==> config.mk <==
export PLATFORM = sky130hd
export DESIGN_NAME = cond_exmem_flat
export DESIGN_NICKNAME = d
export VERILOG_FILES = /design/src/rtl/cond_exmem_if.sv /design/src/rtl/cond_exmem.sv /design/src/flat_wrapper.sv
export SDC_FILE = /design/constraint.sdc
export NUM_CORES = 1
export LEC_CHECK = 0
export ABC_AREA = 1
export BUFFER_PORTS_ARGS = -buffer_cell sky130_fd_sc_hd__buf_2
export CORE_ASPECT_RATIO = 1.2
export CORE_MARGIN = 5
export CORE_UTILIZATION = 47
export CTS_CLUSTER_DIAMETER = 120
export CTS_CLUSTER_SIZE = 25
export DETAILED_ROUTE_END_ITERATION = 7
export PLACE_DENSITY = 0.93
export SLEW_MARGIN = 20
export SYNTH_ARGS = -nofsm -noshare
export SYNTH_HDL_FRONTEND = slang
export SYNTH_SLANG_ARGS = --single-unit
==> constraint.sdc <==
create_clock -name clk -period 5.3 [get_ports clk]
set_input_delay 0.53 -clock clk [delete_from_list [all_inputs] [get_ports clk]]
set_output_delay 0.53 -clock clk [all_outputs]
set_load 0.02 [all_outputs]
==> src/rtl/cond_exmem_if.sv <==
// cond_exmem_if
//   Groups the Execute-side inputs and Memory-side outputs of the
//   condition unit / EX/MEM pipeline register into one bundle.
//   Width parameter n is the datapath width.
//   master : upstream side (drives Execute values, hazard controls; observes results)
//   slave  : cond_exmem itself
//   Signals:
//     EnE, FlushE                 stage enable / bubble insert
//     CondE, FlagWE               condition field, flag-write enables {NZ, CV}
//     PCSrcE, RegWE, MemWE,
//     MemtoRegE                   ungated decode controls
//     ALUFlags                    {N,Z,C,V} from the ALU
//     ALUResultE, WriteDataE,
//     WA3E                        Execute data and destination register
//     Flags                       registered {N,Z,C,V}
//     CondExE, PCSrcTakenE        combinational condition result / taken branch
//     RegWriteM, MemWriteM,
//     MemtoRegM, ALUResultM,
//     WriteDataM, WA3M            registered Memory-stage values
interface cond_exmem_if #(
   parameter int unsigned n = 32
);
   logic          EnE;
   logic          FlushE;
   logic [3:0]    CondE;
   logic [1:0]    FlagWE;
   logic          PCSrcE;
   logic          RegWE;
   logic          MemWE;
   logic          MemtoRegE;
   logic [3:0]    ALUFlags;
   logic [n-1:0]  ALUResultE;
   logic [n-1:0]  WriteDataE;
   logic [3:0]    WA3E;

   logic [3:0]    Flags;
   logic          CondExE;
   logic          PCSrcTakenE;
   logic          RegWriteM;
   logic          MemWriteM;
   logic          MemtoRegM;
   logic [n-1:0]  ALUResultM;
   logic [n-1:0]  WriteDataM;
   logic [3:0]    WA3M;

   modport master (
      output EnE, FlushE, CondE, FlagWE, PCSrcE, RegWE, MemWE, MemtoRegE,
             ALUFlags, ALUResultE, WriteDataE, WA3E,
      input  Flags, CondExE, PCSrcTakenE, RegWriteM, MemWriteM, MemtoRegM,
             ALUResultM, WriteDataM, WA3M
   );

   modport slave (
      input  EnE, FlushE, CondE, FlagWE, PCSrcE, RegWE, MemWE, MemtoRegE,
             ALUFlags, ALUResultE, WriteDataE, WA3E,
      output Flags, CondExE, PCSrcTakenE, RegWriteM, MemWriteM, MemtoRegM,
             ALUResultM, WriteDataM, WA3M
   );
endinterface

==> src/rtl/cond_exmem.sv <==
// cond_exmem
//   Execute-stage condition unit plus EX/MEM pipeline register.
//   Holds the NZCV flag register, evaluates the ARM condition field against
//   it, gates register/memory/flag writes and branch by the result, and
//   registers ALU result and controls into the Memory stage.
//   Ports:
//     clk    rising-edge clock
//     reset  asynchronous, active-high; clears flags and EX/MEM register
//     bus    cond_exmem_if.slave (see interface for signal list)
module cond_exmem #(
   parameter int unsigned n = 32
) (
   input  logic         clk,
   input  logic         reset,
   cond_exmem_if.slave  bus
);

   logic [3:0]    flags_q, flags_d;
   logic          reg_write_q, mem_write_q, memtoreg_q;
   logic [n-1:0]  alu_result_q, write_data_q;
   logic [3:0]    wa3_q;

   logic          cond_ex;
   logic [1:0]    flag_w;
   logic          fN, fZ, fC, fV;

   assign {fN, fZ, fC, fV} = flags_q;

   // Condition is always judged against flags from before the current edge.
   always_comb begin
      cond_ex = 1'b0;
      unique case (bus.CondE)
         4'b0000: cond_ex = fZ;
         4'b0001: cond_ex = ~fZ;
         4'b0010: cond_ex = fC;
         4'b0011: cond_ex = ~fC;
         4'b0100: cond_ex = fN;
         4'b0101: cond_ex = ~fN;
         4'b0110: cond_ex = fV;
         4'b0111: cond_ex = ~fV;
         4'b1000: cond_ex = fC & ~fZ;
         4'b1001: cond_ex = ~fC | fZ;
         4'b1010: cond_ex = (fN == fV);
         4'b1011: cond_ex = (fN != fV);
         4'b1100: cond_ex = ~fZ & (fN == fV);
         4'b1101: cond_ex = fZ | (fN != fV);
         4'b1110: cond_ex = 1'b1;
         4'b1111: cond_ex = 1'b0;
      endcase
   end

   assign flag_w = bus.FlagWE & {2{cond_ex}};

   // N,Z and C,V halves are written independently.
   always_comb begin
      flags_d = flags_q;
      if (flag_w[1]) flags_d[3:2] = bus.ALUFlags[3:2];
      if (flag_w[0]) flags_d[1:0] = bus.ALUFlags[1:0];
   end

   // Priority: reset > stall > flush > normal. A flush also blocks flag writes.
   always_ff @(posedge clk or posedge reset) begin
      if (reset) begin
         flags_q      <= '0;
         reg_write_q  <= 1'b0;
         mem_write_q  <= 1'b0;
         memtoreg_q   <= 1'b0;
         alu_result_q <= '0;
         write_data_q <= '0;
         wa3_q        <= '0;
      end else if (bus.EnE) begin
         if (bus.FlushE) begin
            reg_write_q  <= 1'b0;
            mem_write_q  <= 1'b0;
            memtoreg_q   <= 1'b0;
            alu_result_q <= '0;
            write_data_q <= '0;
            wa3_q        <= '0;
         end else begin
            flags_q      <= flags_d;
            reg_write_q  <= bus.RegWE & cond_ex;
            mem_write_q  <= bus.MemWE & cond_ex;
            memtoreg_q   <= bus.MemtoRegE;
            alu_result_q <= bus.ALUResultE;
            write_data_q <= bus.WriteDataE;
            wa3_q        <= bus.WA3E;
         end
      end
   end

   assign bus.Flags       = flags_q;
   assign bus.CondExE     = cond_ex;
   assign bus.PCSrcTakenE = bus.PCSrcE & cond_ex;
   assign bus.RegWriteM   = reg_write_q;
   assign bus.MemWriteM   = mem_write_q;
   assign bus.MemtoRegM   = memtoreg_q;
   assign bus.ALUResultM  = alu_result_q;
   assign bus.WriteDataM  = write_data_q;
   assign bus.WA3M        = wa3_q;

endmodule

==> src/flat_wrapper.sv <==
// flat-port wrapper written by rule: the top's interface ports become plain ports
module cond_exmem_flat 
#(
   parameter int unsigned n = 32
)
  (clk, reset, bus_EnE, bus_FlushE, bus_CondE, bus_FlagWE, bus_PCSrcE, bus_RegWE, bus_MemWE, bus_MemtoRegE, bus_ALUFlags, bus_ALUResultE, bus_WriteDataE, bus_WA3E, bus_Flags, bus_CondExE, bus_PCSrcTakenE, bus_RegWriteM, bus_MemWriteM, bus_MemtoRegM, bus_ALUResultM, bus_WriteDataM, bus_WA3M);
  cond_exmem_if #(.n(n)) bus_i ();
  input  logic clk;
  input  logic reset;
  input wire logic [$bits(bus_i.EnE)-1:0] bus_EnE;
  input wire logic [$bits(bus_i.FlushE)-1:0] bus_FlushE;
  input wire logic [$bits(bus_i.CondE)-1:0] bus_CondE;
  input wire logic [$bits(bus_i.FlagWE)-1:0] bus_FlagWE;
  input wire logic [$bits(bus_i.PCSrcE)-1:0] bus_PCSrcE;
  input wire logic [$bits(bus_i.RegWE)-1:0] bus_RegWE;
  input wire logic [$bits(bus_i.MemWE)-1:0] bus_MemWE;
  input wire logic [$bits(bus_i.MemtoRegE)-1:0] bus_MemtoRegE;
  input wire logic [$bits(bus_i.ALUFlags)-1:0] bus_ALUFlags;
  input wire logic [$bits(bus_i.ALUResultE)-1:0] bus_ALUResultE;
  input wire logic [$bits(bus_i.WriteDataE)-1:0] bus_WriteDataE;
  input wire logic [$bits(bus_i.WA3E)-1:0] bus_WA3E;
  output wire logic [$bits(bus_i.Flags)-1:0] bus_Flags;
  output wire logic [$bits(bus_i.CondExE)-1:0] bus_CondExE;
  output wire logic [$bits(bus_i.PCSrcTakenE)-1:0] bus_PCSrcTakenE;
  output wire logic [$bits(bus_i.RegWriteM)-1:0] bus_RegWriteM;
  output wire logic [$bits(bus_i.MemWriteM)-1:0] bus_MemWriteM;
  output wire logic [$bits(bus_i.MemtoRegM)-1:0] bus_MemtoRegM;
  output wire logic [$bits(bus_i.ALUResultM)-1:0] bus_ALUResultM;
  output wire logic [$bits(bus_i.WriteDataM)-1:0] bus_WriteDataM;
  output wire logic [$bits(bus_i.WA3M)-1:0] bus_WA3M;
  assign bus_i.EnE = bus_EnE;
  assign bus_i.FlushE = bus_FlushE;
  assign bus_i.CondE = bus_CondE;
  assign bus_i.FlagWE = bus_FlagWE;
  assign bus_i.PCSrcE = bus_PCSrcE;
  assign bus_i.RegWE = bus_RegWE;
  assign bus_i.MemWE = bus_MemWE;
  assign bus_i.MemtoRegE = bus_MemtoRegE;
  assign bus_i.ALUFlags = bus_ALUFlags;
  assign bus_i.ALUResultE = bus_ALUResultE;
  assign bus_i.WriteDataE = bus_WriteDataE;
  assign bus_i.WA3E = bus_WA3E;
  assign bus_Flags = bus_i.Flags;
  assign bus_CondExE = bus_i.CondExE;
  assign bus_PCSrcTakenE = bus_i.PCSrcTakenE;
  assign bus_RegWriteM = bus_i.RegWriteM;
  assign bus_MemWriteM = bus_i.MemWriteM;
  assign bus_MemtoRegM = bus_i.MemtoRegM;
  assign bus_ALUResultM = bus_i.ALUResultM;
  assign bus_WriteDataM = bus_i.WriteDataM;
  assign bus_WA3M = bus_i.WA3M;
  cond_exmem #(.n(n)) u_core (.clk(clk), .reset(reset), .bus(bus_i));
endmodule
==> impl_metrics.json, run 1 <==
{
  "cts_setup_buffers": 0,
  "fin_ws_ns": 2.73,
  "ir_worst_vdd_mv": 0.206,
  "synth_warnings": 0,
  "nets": 479,
  "diodes": 0,
  "ys_ff_latch": 75,
  "cellLeakagePower_nw": 2.29,
  "skew_ns": 0.00966,
  "vias_per_cell": 5.19,
  "grt_antenna_before_repair": 0,
  "postPlaceCellArea_mm2": 0.00378,
  "r2r-end": "u_core.bus.MemWriteM",
  "hold_start": "bus_ALUResultE[31]",
  "cts-root-buf": "clkbuf_8",
  "cts_hold_buf": 0,
  "crit_slowest_cell": "clkinv_2",
  "final-setup-viol-count": 0,
  "synth_area_per_cell_um2": 12.5,
  "ant_nets": 0,
  "final_area_mm2": 0.00401,
  "max_cap_violations": 0,
  "hold_viol": 0,
  "worst_r2r_path_depth": 8,
  "period_share": 0.485,
  "cp.arrival_ns": 2.79,
  "cp-start-kind": "input port",
  "syn_to_final_growth_pct": 38.0,
  "drt_iter0_drc": 127,
  "path_clk_slew_ns": 0.08,
  "cts_sinks": 75,
  "firstDrtPassIters": 4,
  "vias": 2489,
  "crit_fanout": 72,
  "status": "finished, final reports clean",
  "yosys.area.top_type": "dfrtp_1",
  "path_common_cell": "nand2_1",
  "crit_type": "input port to register",
  "synth_cell_types": 20,
  "ys_top_cells_by_area": "dfrtp_1 (65%), a22o_1 (21%), nand2_1 (3.2%)",
  "reg2reg_slack_ns": 3.77,
  "start_util": 0.483,
  "cts_tree": "done",
  "dieArea_mm2": 0.00786,
  "hpwlAfterDp_mm": 5.59,
  "fmax_ghz": 0.389,
  "io_buffers": 162,
  "grt_pass1_wl_mm": 12.0,
  "grt_overflow": 0,
  "wl_per_cell_um": 16.2,
  "report.final.slew_viol_count": 0,
  "ff_latch_area_mm2": 0.00188,
  "grt_max_degree": 76,
  "p_per_area_mw_per_mm2": 381,
  "core_area_mm2": 0.00601,
  "holdPathStages": 2,
  "synth_area_mm2": 0.00290,
  "syn_inst": 232,
  "htree_levels": 3,
  "drc": 0,
  "maxSlewHeadroom": 0.378,
  "synth_top_area_frac": 0.646,
  "rows": 31,
  "period_minus_slack_ns": 2.57,
  "p_total_mw": 1.53,
  "multiInputGateArea_um2": 925,
  "syn-num-nets": 318,
  "num-fill-cells": 463,
  "first_global_vias": 2603,
  "layout-drive-gt1-share": 0.490,
  "ctsResizeCount": 0,
  "place_ws_ns": 2.79,
  "clk_path_buf_depth": 2,
  "crit_chain": "buf_2 -> clkinv_2 -> nor2_4 -> buf_4 -> inv_1 -> nor2_1 -> nand2_2 -> nand2_1 -> nand2_1",
  "grt_use_total": 0.202,
  "end_kind": "register",
  "die_y_um": 96.1,
  "place_congestion": 0.786,
  "hp-class": "input port to register",
  "required_ns": 5.52,
  "tightest_slew_ns": 0.932,
  "reg2reg_from": "u_core.bus.Flags[3]",
  "worstHoldEndpoint": "u_core.bus.ALUResultM[31]",
  "clock_latency_ns": 0.33,
  "whs_ns": 0.405,
  "ys_seq_area_frac": 0.646,
  "fin_setup_tns_ns": 0,
  "cts_buffers": 9,
  "fp.dieW_um": 81.8,
  "rsz0062_at_grt": "no",
  "critPathMaxStageDelay_ns": 0.70,
  "io_pins": 163,
  "wirelength_mm": 7.78
}
critical path: cells and delay by family:
| family | cells | cell delay [ns] |
|---|---|---|
| AND/OR/NAND/NOR | 5 | 0.72 |
| buffers and inverters | 4 | 1.53 |
final cells by class:
| type | instances | share of cell area |
|---|---|---|
| inverter | 13 | 0.0125 |
| tap | 82 | 0.0256 |
| sequential | 75 | 0.468 |
| clock inverter | 5 | 0.0187 |
| timing repair buffer | 164 | 0.206 |
| multi-input combinational | 130 | 0.231 |
| clock buffer | 11 | 0.0378 |
cell usage after synthesis, drive strengths merged:
master	n
o211ai	2
o21ai	3
buf	7
nand2	31
a21oi	1
and2	1
nor2	8
inv	13
clkbuf	7
dfrtp	75
nand3	15
a22o	69
registers in the layout, summed over array words and instances (netlist names):
register,flops
u_core.bus.MemtoRegM,1
u_core.bus.RegWriteM,1
u_core.bus.WriteDataM,32
u_core.bus.Flags,4
u_core.bus.ALUResultM,32
u_core.bus.MemWriteM,1
u_core.bus.WA3M,4
placed cells by master, fill, tap and decap left out, types with 2 or more instances in the layout:
master	instances
a22o_1	69
nand2_1	25
buf_2	162
nand2_2	6
o21ai_1	2
clkinv_2	4
inv_1	11
clkbuf_8	11
nand3_1	13
nor2_4	2
dfrtp_1	75
buf_4	2
nor2_1	4
bufinv_16	2
nor2_2	2
where the power goes:
part	switching, mW	leakage, nW	internal, mW
clock	0.200	0.119	0.289
sequential	0.0496	0.976	0.629
combinational	0.225	1.19	0.135
cell families (layout without fill, tap and decap cells):
| logic type | Yosys count | after routing | synth area share |
|---|---|---|---|
| compound gates | 75 | 75 | 0.222 |
| flops | 75 | 75 | 0.646 |
| simple gates | 55 | 55 | 0.0939 |
| buf+inv | 27 | 193 | 0.0379 |
per-layer routing:
layer / track usage / vias up / share of wire
li1: - / 1161 / -
met4: 0.0956 / 0 / 0.024
met1: 0.257 / 1196 / 0.40
met2: 0.325 / 114 / 0.50
met3: 0.0478 / 18 / 0.075
met5: 0 / - / 0
how the worst max path moves through the flow:
| stage | startpoint | endpoint | slack (ns) | cells past startpoint |
|---|---|---|---|---|
| 6_report | bus_EnE | u_core.bus.Flags[2] | 2.73 | 9 |
| 5_1_grt | bus_EnE | u_core.bus.Flags[1] | 2.47 | 9 |
| 4_1_cts | u_core.bus.Flags[3] | bus_PCSrcTakenE | 2.87 | 8 |
| 3_5_place_dp | bus_EnE | u_core.bus.Flags[3] | 2.79 | 9 |
| 3_3_place_gp | bus_EnE | u_core.bus.Flags[1] | 2.91 | 9 |
| 2_1_floorplan | reset | u_core.bus.ALUResultM[0] | 2.86 | 1 |
per-stage QoR:
stage | std cells | utilization
finish | 480 | 0.666
global route | 480 | 0.666
CTS | 480 | 0.666
detailed placement | 464 | 0.629
global placement | 464 | 0.629
floorplan | 232 | -
Note: power is estimated with default switching activity, not from simulation.
==> run 2: changes to the inputs <==
--- a/config.mk
+++ b/config.mk
@@ -5,15 +5,15 @@
 export SDC_FILE = /design/constraint.sdc
 export NUM_CORES = 1
 export LEC_CHECK = 0
-export ABC_AREA = 1
+export ABC_AREA = 0
 export BUFFER_PORTS_ARGS = -buffer_cell sky130_fd_sc_hd__buf_2
 export CORE_ASPECT_RATIO = 1.2
 export CORE_MARGIN = 5
-export CORE_UTILIZATION = 47
+export CORE_UTILIZATION = 41
 export CTS_CLUSTER_DIAMETER = 120
 export CTS_CLUSTER_SIZE = 25
 export DETAILED_ROUTE_END_ITERATION = 7
-export PLACE_DENSITY = 0.93
+export PLACE_DENSITY = 0.86
 export SLEW_MARGIN = 20
 export SYNTH_ARGS = -nofsm -noshare
 export SYNTH_HDL_FRONTEND = slang
==> constraint.sdc (replaced) <==
create_clock -name clk -period 2.2 [get_ports clk]
set_input_delay 0.22 -clock clk [delete_from_list [all_inputs] [get_ports clk]]
set_output_delay 0.22 -clock clk [all_outputs]
set_load 0.02 [all_outputs]
==> impl_metrics.json, run 2 <==
{
  "hpwlAfterDp_mm": 5.80,
  "p_per_area_mw_per_mm2": 825,
  "grt_antenna_before_repair": 0,
  "p_seq_frac": 0.458,
  "grt_overflow": 0,
  "period_share": 0.973,
  "cp.arrival_ns": 1.92,
  "max_cap_violations": 0,
  "path_clk_slew_ns": 0.08,
  "vias": 2763,
  "holdPathStages": 3,
  "vias_per_cell": 4.60,
  "cts_buffers": 9,
  "crit_chain": "mux2i_1 -> mux2i_1 -> o32ai_1 -> a21oi_1 -> and2_4 -> buf_6",
  "synth_top_area_frac": 0.599,
  "syn_inst": 342,
  "start_util": 0.413,
  "path_common_cell": "mux2i_1",
  "num-fill-cells": 673,
  "hold_start": "bus_WriteDataE[0]",
  "ys_top_cells_by_area": "dfrtp_1 (60%), inv_1 (9.1%), nand2_1 (8.5%)",
  "wirelength_mm": 7.82,
  "report.final.slew_viol_count": 0,
  "maxSlewHeadroom": 0.582,
  "final_util": 0.565,
  "p_int_mw": 2.45,
  "r2r-end": "u_core.bus.Flags[2]",
  "fmax_ghz": 0.467,
  "end_kind": "output pin",
  "synth_common_cells": "inv_1 (76), dfrtp_1 (75), nand2_1 (71)",
  "firstDrtPassIters": 4,
  "layout-drive-gt1-share": 0.377,
  "final-setup-viol-count": 0,
  "hold_viol": 0,
  "synth_area_mm2": 0.00313,
  "core_area_mm2": 0.00758,
  "dieArea_mm2": 0.00949,
  "multiInputGateArea_um2": 912,
  "cp-start-kind": "register",
  "clkPwrFrac": 0.300,
  "syn-num-nets": 428,
  "ys_seq_area_frac": 0.599,
  "tightest_slew_ns": 0.628,
  "required_ns": 1.98,
  "synth_warnings": 0,
  "crit_cells": 6,
  "synth.most_common_cell": "inv_1",
  "status": "finished, final reports clean",
  "layout_common_cells": "buf_2 (160), inv_1 (75), dfrtp_1 (75)",
  "rsz0062_at_grt": "yes",
  "p_sw_mw": 1.08,
  "reg2reg_from": "u_core.bus.Flags[1]",
  "crit_slowest_cell": "dfrtp_1",
  "ant_nets": 0,
  "yosys.area.top_type": "dfrtp_1",
  "synth-main-ff-cell": "dfrtp_1",
  "clock_latency_ns": 0.33,
  "worst_r2r_path_depth": 5,
  "place_ws_ns": 0.325,
  "cts_tree": "done",
  "synth_edf_count": 0,
  "drc": 0,
  "synth_cell_types": 30,
  "place_congestion": 0.767,
  "ys_ff_latch": 75,
  "synthArstFlopShare": 1.00,
  "crit_fanout": 4,
  "worstHoldEndpoint": "u_core.bus.WriteDataM[0]",
  "fp.dieW_um": 89.8,
  "crit_type": "register to output pin",
  "period_minus_slack_ns": 2.14,
  "cts_sinks": 75,
  "first_global_vias": 2830,
  "drt_iter0_drc": 79,
  "rows": 35,
  "io_pins": 163,
  "grt_pass1_wl_mm": 13.0,
  "ff_latch_area_mm2": 0.00188,
  "comb_power_share": 0.242,
  "ir_worst_vdd_mv": 0.499,
  "cts-root-buf": "clkbuf_8",
  "io_buffers": 162,
  "reg2reg_slack_ns": 0.34,
  "grt_max_degree": 76,
  "wl_per_cell_um": 13.0,
  "synth_area_per_cell_um2": 9.16,
  "clk_path_buf_depth": 2,
  "htree_levels": 3,
  "cp_num_buf_inv": 1,
  "nets": 590,
  "diodes": 0,
  "die_y_um": 106,
  "mostFrequentLayoutCell": "buf_2",
  "cellLeakagePower_nw": 2.32,
  "path_delay_family": "multiplexers",
  "skew_ns": 0.0115,
  "switching_share": 0.307,
  "syn_to_final_growth_pct": 36.7,
  "fin_ws_ns": 0.0592,
  "critPathMaxStageDelay_ns": 0.42,
  "hp-class": "input port to register",
  "grt_use_total": 0.164
}
-- run 2: worst register-to-register path, cell delays in order (launching register included) --
cell and delay [ns]:
dfrtp_1 0.42, o21ba_2 0.23, o22ai_2 0.20, xnor2_1 0.17
o32ai_2 0.36, mux2_1 0.36
-- run 2: how the worst max path moves through the flow --
stage                        start                  endpoint  slack (ns)
2_1_floorplan                reset  u_core.bus.ALUResultM[0]        0.07
3_5_place_dp   u_core.bus.Flags[1]       u_core.bus.Flags[2]        0.32
5_1_grt        u_core.bus.Flags[0]           bus_PCSrcTakenE       -0.07
3_3_place_gp   u_core.bus.Flags[1]       u_core.bus.Flags[2]        0.44
6_report       u_core.bus.Flags[0]           bus_PCSrcTakenE        0.06
4_1_cts        u_core.bus.Flags[1]           bus_PCSrcTakenE        0.06
-- run 2: through the flow --
step | total power [mW] | TNS, ns | hold slack (ns) | area (um2) | cells
after floorplan | 2.14 | 0 | 0.320 | 3130 | 342
after CTS | 3.56 | 0 | 0.0595 | 4260 | 600
after global routing | 3.74 | -0.114 | 0.0735 | 4280 | 601
final | 3.53 | 0 | 0.0874 | 4280 | 601
after global placement | 2.44 | 0 | 0.330 | 4040 | 583
after detailed placement | 2.47 | 0 | 0.342 | 4040 | 583
-- run 2: cells by family (layout without fill, tap and decap cells) --
kind of cell	after synthesis	count (layout)	share of synthesized area
AOI/OAI and AO/OA	82	82	0.150
buffers and inverters	95	262	0.115
xor gates and xnor gates	4	4	0.0112
muxes	6	6	0.0208
DFF	75	75	0.599
and+or+nand+nor	80	80	0.104
-- run 2: final cells by class --
type,instances,area share
well taps,92,0.0269
multi-input cells,172,0.213
flip-flops and latches,75,0.438
clock buffers,13,0.0371
repair buffers,168,0.205
inverters,78,0.0684
clock inverters,3,0.0108
-- run 2: per-layer routing --
| metal | routed length [um] | vias to the layer above | track usage |
|---|---|---|---|
| met4 | 104 | 0 | 0.0659 |
| met5 | 0 | - | 0 |
| met2 | 3850 | 119 | 0.273 |
| li1 | - | 1368 | - |
| met1 | 3130 | 1265 | 0.195 |
| met3 | 732 | 11 | 0.0550 |
-- run 2: power by group through the flow --
stage / sequential [mW] / clock (mW) / combinational [mW]
floorplan: 1.82 / 0 / 0.326
global placement: 1.63 / 0 / 0.802
detailed placement: 1.64 / 0 / 0.832
CTS: 1.62 / 1.11 / 0.833
global route: 1.64 / 1.16 / 0.938
finish: 1.62 / 1.06 / 0.854
-- run 2: what timing repair did --
| item | CTS | global route |
|---|---|---|
| hold endpoints to repair | 75 | 0 |
| hold buffers | 1 | 0 |
| setup buffers | 0 | 1 |
| gates resized for setup | 0 | 5 |
| endpoints found under the setup margin | 0 | 1 |
